===== src/rtl/to_upper_pkg.sv =====
// Shared constants for the ASCII case converter: mode encodings, letter bounds
// and the position of the case bit.
package to_upper_pkg;

  typedef enum logic [1:0] {
    MODE_UPPER  = 2'b00,
    MODE_LOWER  = 2'b01,
    MODE_TOGGLE = 2'b10,
    MODE_PASS   = 2'b11
  } mode_e;

  localparam logic [7:0] ASCII_UPPER_LO = 8'h41;
  localparam logic [7:0] ASCII_UPPER_HI = 8'h5A;
  localparam logic [7:0] ASCII_LOWER_LO = 8'h61;
  localparam logic [7:0] ASCII_LOWER_HI = 8'h7A;

  localparam int CASE_BIT = 5;

endpackage


===== src/rtl/to_upper_classify.sv =====
// Gate-level letter classifier: bits [7:5] select the upper/lower block and
// bits [4:0] must fall in 1..26 within that block.
module to_upper_classify (
  input  logic [7:0] x,
  output logic       is_upper,
  output logic       is_lower
);

  logic blk_upper;
  logic blk_lower;
  logic lo_nonzero;
  logic lo_above_26;
  logic lo_in_range;

  assign blk_upper = ~x[7] &  x[6] & ~x[5];
  assign blk_lower = ~x[7] &  x[6] &  x[5];

  // 27..31 are exactly the codes with x[4]&x[3] and either x[2] or x[1]&x[0].
  assign lo_nonzero  = |x[4:0];
  assign lo_above_26 = x[4] & x[3] & (x[2] | (x[1] & x[0]));
  assign lo_in_range = lo_nonzero & ~lo_above_26;

  assign is_upper = blk_upper & lo_in_range;
  assign is_lower = blk_lower & lo_in_range;

endmodule


===== src/rtl/to_upper_core.sv =====
// Registered ASCII case converter with a saturating count of modified bytes.
// Only the case bit is ever flipped, and only for letters.
module to_upper_core
  import to_upper_pkg::*;
#(
  parameter int CNT_W = 16
) (
  input  logic             clk,
  input  logic             rst,
  input  logic [7:0]       x,
  input  logic             in_valid,
  input  logic [1:0]       mode,
  output logic [7:0]       y,
  output logic             out_valid,
  output logic             is_letter,
  output logic [CNT_W-1:0] mod_count
);

  localparam logic [7:0] CASE_MASK = 8'h01 << CASE_BIT;

  logic  is_upper;
  logic  is_lower;
  logic  flip;
  mode_e mode_sel;
  logic  [7:0] y_next;

  to_upper_classify u_classify (
    .x        (x),
    .is_upper (is_upper),
    .is_lower (is_lower)
  );

  assign mode_sel = mode_e'(mode);

  always_comb begin
    flip = 1'b0;
    case (mode_sel)
      MODE_UPPER:  flip = is_lower;
      MODE_LOWER:  flip = is_upper;
      MODE_TOGGLE: flip = is_upper | is_lower;
      MODE_PASS:   flip = 1'b0;
      default:     flip = 1'b0;
    endcase
  end

  assign y_next = flip ? (x ^ CASE_MASK) : x;

  always_ff @(posedge clk or posedge rst) begin
    if (rst) begin
      y         <= 8'h00;
      out_valid <= 1'b0;
      is_letter <= 1'b0;
      mod_count <= '0;
    end else if (in_valid) begin
      y         <= y_next;
      out_valid <= 1'b1;
      is_letter <= is_upper | is_lower;
      if (flip && !(&mod_count))
        mod_count <= mod_count + 1'b1;
    end else begin
      out_valid <= 1'b0;
    end
  end

endmodule


===== config.mk =====
export PLATFORM = sky130hd
export DESIGN_NAME = to_upper_core
export DESIGN_NICKNAME = d
export VERILOG_FILES = /design/src/rtl/to_upper_pkg.sv /design/src/rtl/to_upper_classify.sv /design/src/rtl/to_upper_core.sv
export SDC_FILE = /design/constraint.sdc
export NUM_CORES = 1
export LEC_CHECK = 0
export CAP_MARGIN = 20
export CORE_UTILIZATION = 45
export CTS_CLUSTER_DIAMETER = 50
export CTS_CLUSTER_SIZE = 12
export DETAILED_ROUTE_END_ITERATION = 7
export GPL_TIMING_DRIVEN = 0
export PLACE_DENSITY = 0.75
export SYNTH_ARGS = -nofsm -noshare
export SYNTH_HDL_FRONTEND = slang
export SYNTH_SLANG_ARGS = --single-unit

===== constraint.sdc =====
create_clock -name clk -period 2.56 [get_ports clk]
set_clock_uncertainty 0.05 [all_clocks]
set_input_delay 0.64 -clock clk [delete_from_list [all_inputs] [get_ports clk]]
set_output_delay 0.64 -clock clk [all_outputs]
set_load 0.02 [all_outputs]

==> out/qor.yml <==
route.met2.wl_mm: 1.20
path_class: "primary input to register"
max_slew_margin_pct: 35.5
drt-total-wl_mm: 2.43
grt_setup_unrepaired: "false"
postSynthCellCount: 103
drive_gt1_share_pct: 15.9
synth.most_common_cell: "dfrtp_1"
cts.sinks: 26
synth_nets: 117
nets: 160
cts_tree: "built"
synth-edff-count: 0
synth_top_area_share_pct: 53.1
port_buffers: 38
vias_per_cell: 5.25
synthFlopType: "dfrtp_1"
crit_start: "x[0]"
netlist_top_cells_area: "dfrtp_1, xor2_1, mux2_2"
wl_met1_mm: 1.12
firstDrtPassIters: 5
crit_path_end_kind: "register"
dieHeight_um: 54.2
cp.arrival_ns: 2.46
boundaryPins: 39
power_density_nw_per_um2: 595
yosysUniqueCellTypes: 26
num_vias: 919
hpwl_mm: 1.78
hold_path.class: "register to register"
area_delta_synth_final_pct: 38.4
numCtsBuffers: 3
rows: 18
syn_area_um2: 1230
outcome: "completed"
layout_worst_path_cycle_share_pct: 89.1
cts-root-buf: "clkbuf_4"
p_leak_nw: 0.751
drv_slew: 0
clkSlewWorstSetupHoldPaths_ns: 0.14
syn_avg_cell_area_um2: 11.9
postLayoutCoreUtil_pct: 67.3
setup_tns_ns: 0
core_area_um2: 2520
holdWs_ns: 0.465
hold_viol: 0
grtUsageTotal_pct: 18.9
diodes: 0
yosys.area.top_type: "dfrtp_1"
yosys_warnings: 0
antenna_found_initial: 0
worstHoldPathCells: 1
antenna_left: 0
first_global_vias: 922
cts_setup_buffers: 0
worstPathMaxFanout: 10
fin_crit_ns: 2.28
clock_latency_ns: 0.33
die_w_um: 54.2
fmax_ghz: 0.438
initial_core_util_pct: 48.6
place_congestion: 0.703
cts_resized: 0
tightest_slew_ns: 0.967
routed.top_layer: "met4"
r2r_cells: 5
clk_path_buf_depth: 2
grt-ovfl-total: 0
cts_hold_buf: 0
htree_levels: 1
setup_viol: 0
grt_pass1_wl_mm: 3.91
grt_max_degree: 27
hold_start: "mod_count[13]"
cap_violations: 0
drc_errors: 0
dr_wl_met3_um: 93
crit_required_ns: 2.74
ys_seq_elements: 26
ys_seq_area_share_pct: 53.1
dieArea_um2: 2940
rr_startpoint: "mod_count[0]"
ir_drop_uv: 546
ys_top_cells_by_count: "dfrtp_1, xor2_1, mux2_2"
wl_per_cell_um: 13.9
drt_iter0_markers: 5
async_flop_share_pct: 100
setup.worst_path.start_class: "primary input"
cells by family (layout without fill, tap and decap cells):
logic type      Yosys count  after routing  share of synthesized area (%)
xor+xnor                 16             16                           11.4
simple gates             38             38                           19.6
fa+ha+maj                 1              1                           1.02
flops                    26             26                           53.1
buf+inv                   7             49                           2.14
mux                      10             10                           9.18
compound gates            5              5                           3.57
layer usage:
| layer | up-vias | global-route usage (%) |
|---|---|---|
| met5 | - | 0 |
| met4 | 0 | 7.69 |
| met3 | 4 | 2.54 |
| met2 | 29 | 31.9 |
| met1 | 444 | 24.0 |
| li1 | 442 | - |
worst paths after layout:
path | to | slack [ns]
setup / recovery | mod_count[1] | 0.28
hold / removal | mod_count[13] | 0.46
setup reg to reg | mod_count[1] | 0.55
hold reg to reg | mod_count[13] | 0.46
max in group asynchronous | mod_count[9] | 1.11
min in group asynchronous | mod_count[3] | 0.77
cells in the final DEF, fill, tap and decap left out:
master,count
clkdlybuf4s50_1,38
nor2_1,7
and4_1,1
clkbuf_1,1
or2_2,1
nor2b_1,1
nand4_2,1
clkbuf_4,3
ha_1,1
nor3_1,6
xnor2_1,4
or4_4,2
nand4_4,1
nand3_2,1
and3_1,1
nand2_1,6
mux2_2,9
a21oi_1,3
inv_1,6
nand3_1,4
mux2_1,1
o221a_4,1
nand4_1,4
a21oi_2,1
dfrtp_1,26
xor2_1,12
nor4_2,1
nor3_2,1
bufinv_16,1
state kept, by name, indices dropped and copies added, names as in the netlist:
name	count
mod_count	16
y	8
is_letter	1
out_valid	1
worst max-delay path, cell delays in order:
cell	delay, ns
clkdlybuf4s50_1	0.44
or4_4	0.55
o221a_4	0.29
nand4_4	0.19
mux2_1	0.34
metrics by stage:
step / worst slack [ns] / cells / power (mW) / instance area [um2]
CTS: 0.271 / 175 / 1.02 / 1700
detailed placement: -0.0922 / 171 / 0.736 / 1640
global route: 0.143 / 175 / 1.06 / 1700
floorplan: 0.466 / 103 / 0.613 / 1230
global placement: -0.0586 / 171 / 0.725 / 1640
finish: 0.278 / 175 / 1.01 / 1700
cell type report:
cell class              count  area (um2)
multi-input cells          70         549
clock inverters             1        30.0
inverters                   6        22.5
well taps                  30        37.5
fillers                   199         826
repair buffers             38         380
plain buffers               1        3.75
clock buffers               3        22.5
flip-flops and latches     26         651
report_power, final:
part	switching [mW]	internal [mW]	total, mW	leakage, nW
Sequential	0.0424	0.450	0.492	0.332
Clock	0.126	0.158	0.284	0.0279
Combinational	0.112	0.122	0.234	0.391
Total	0.280	0.730	1.01	0.751
Power figures use the tool's default switching activity.
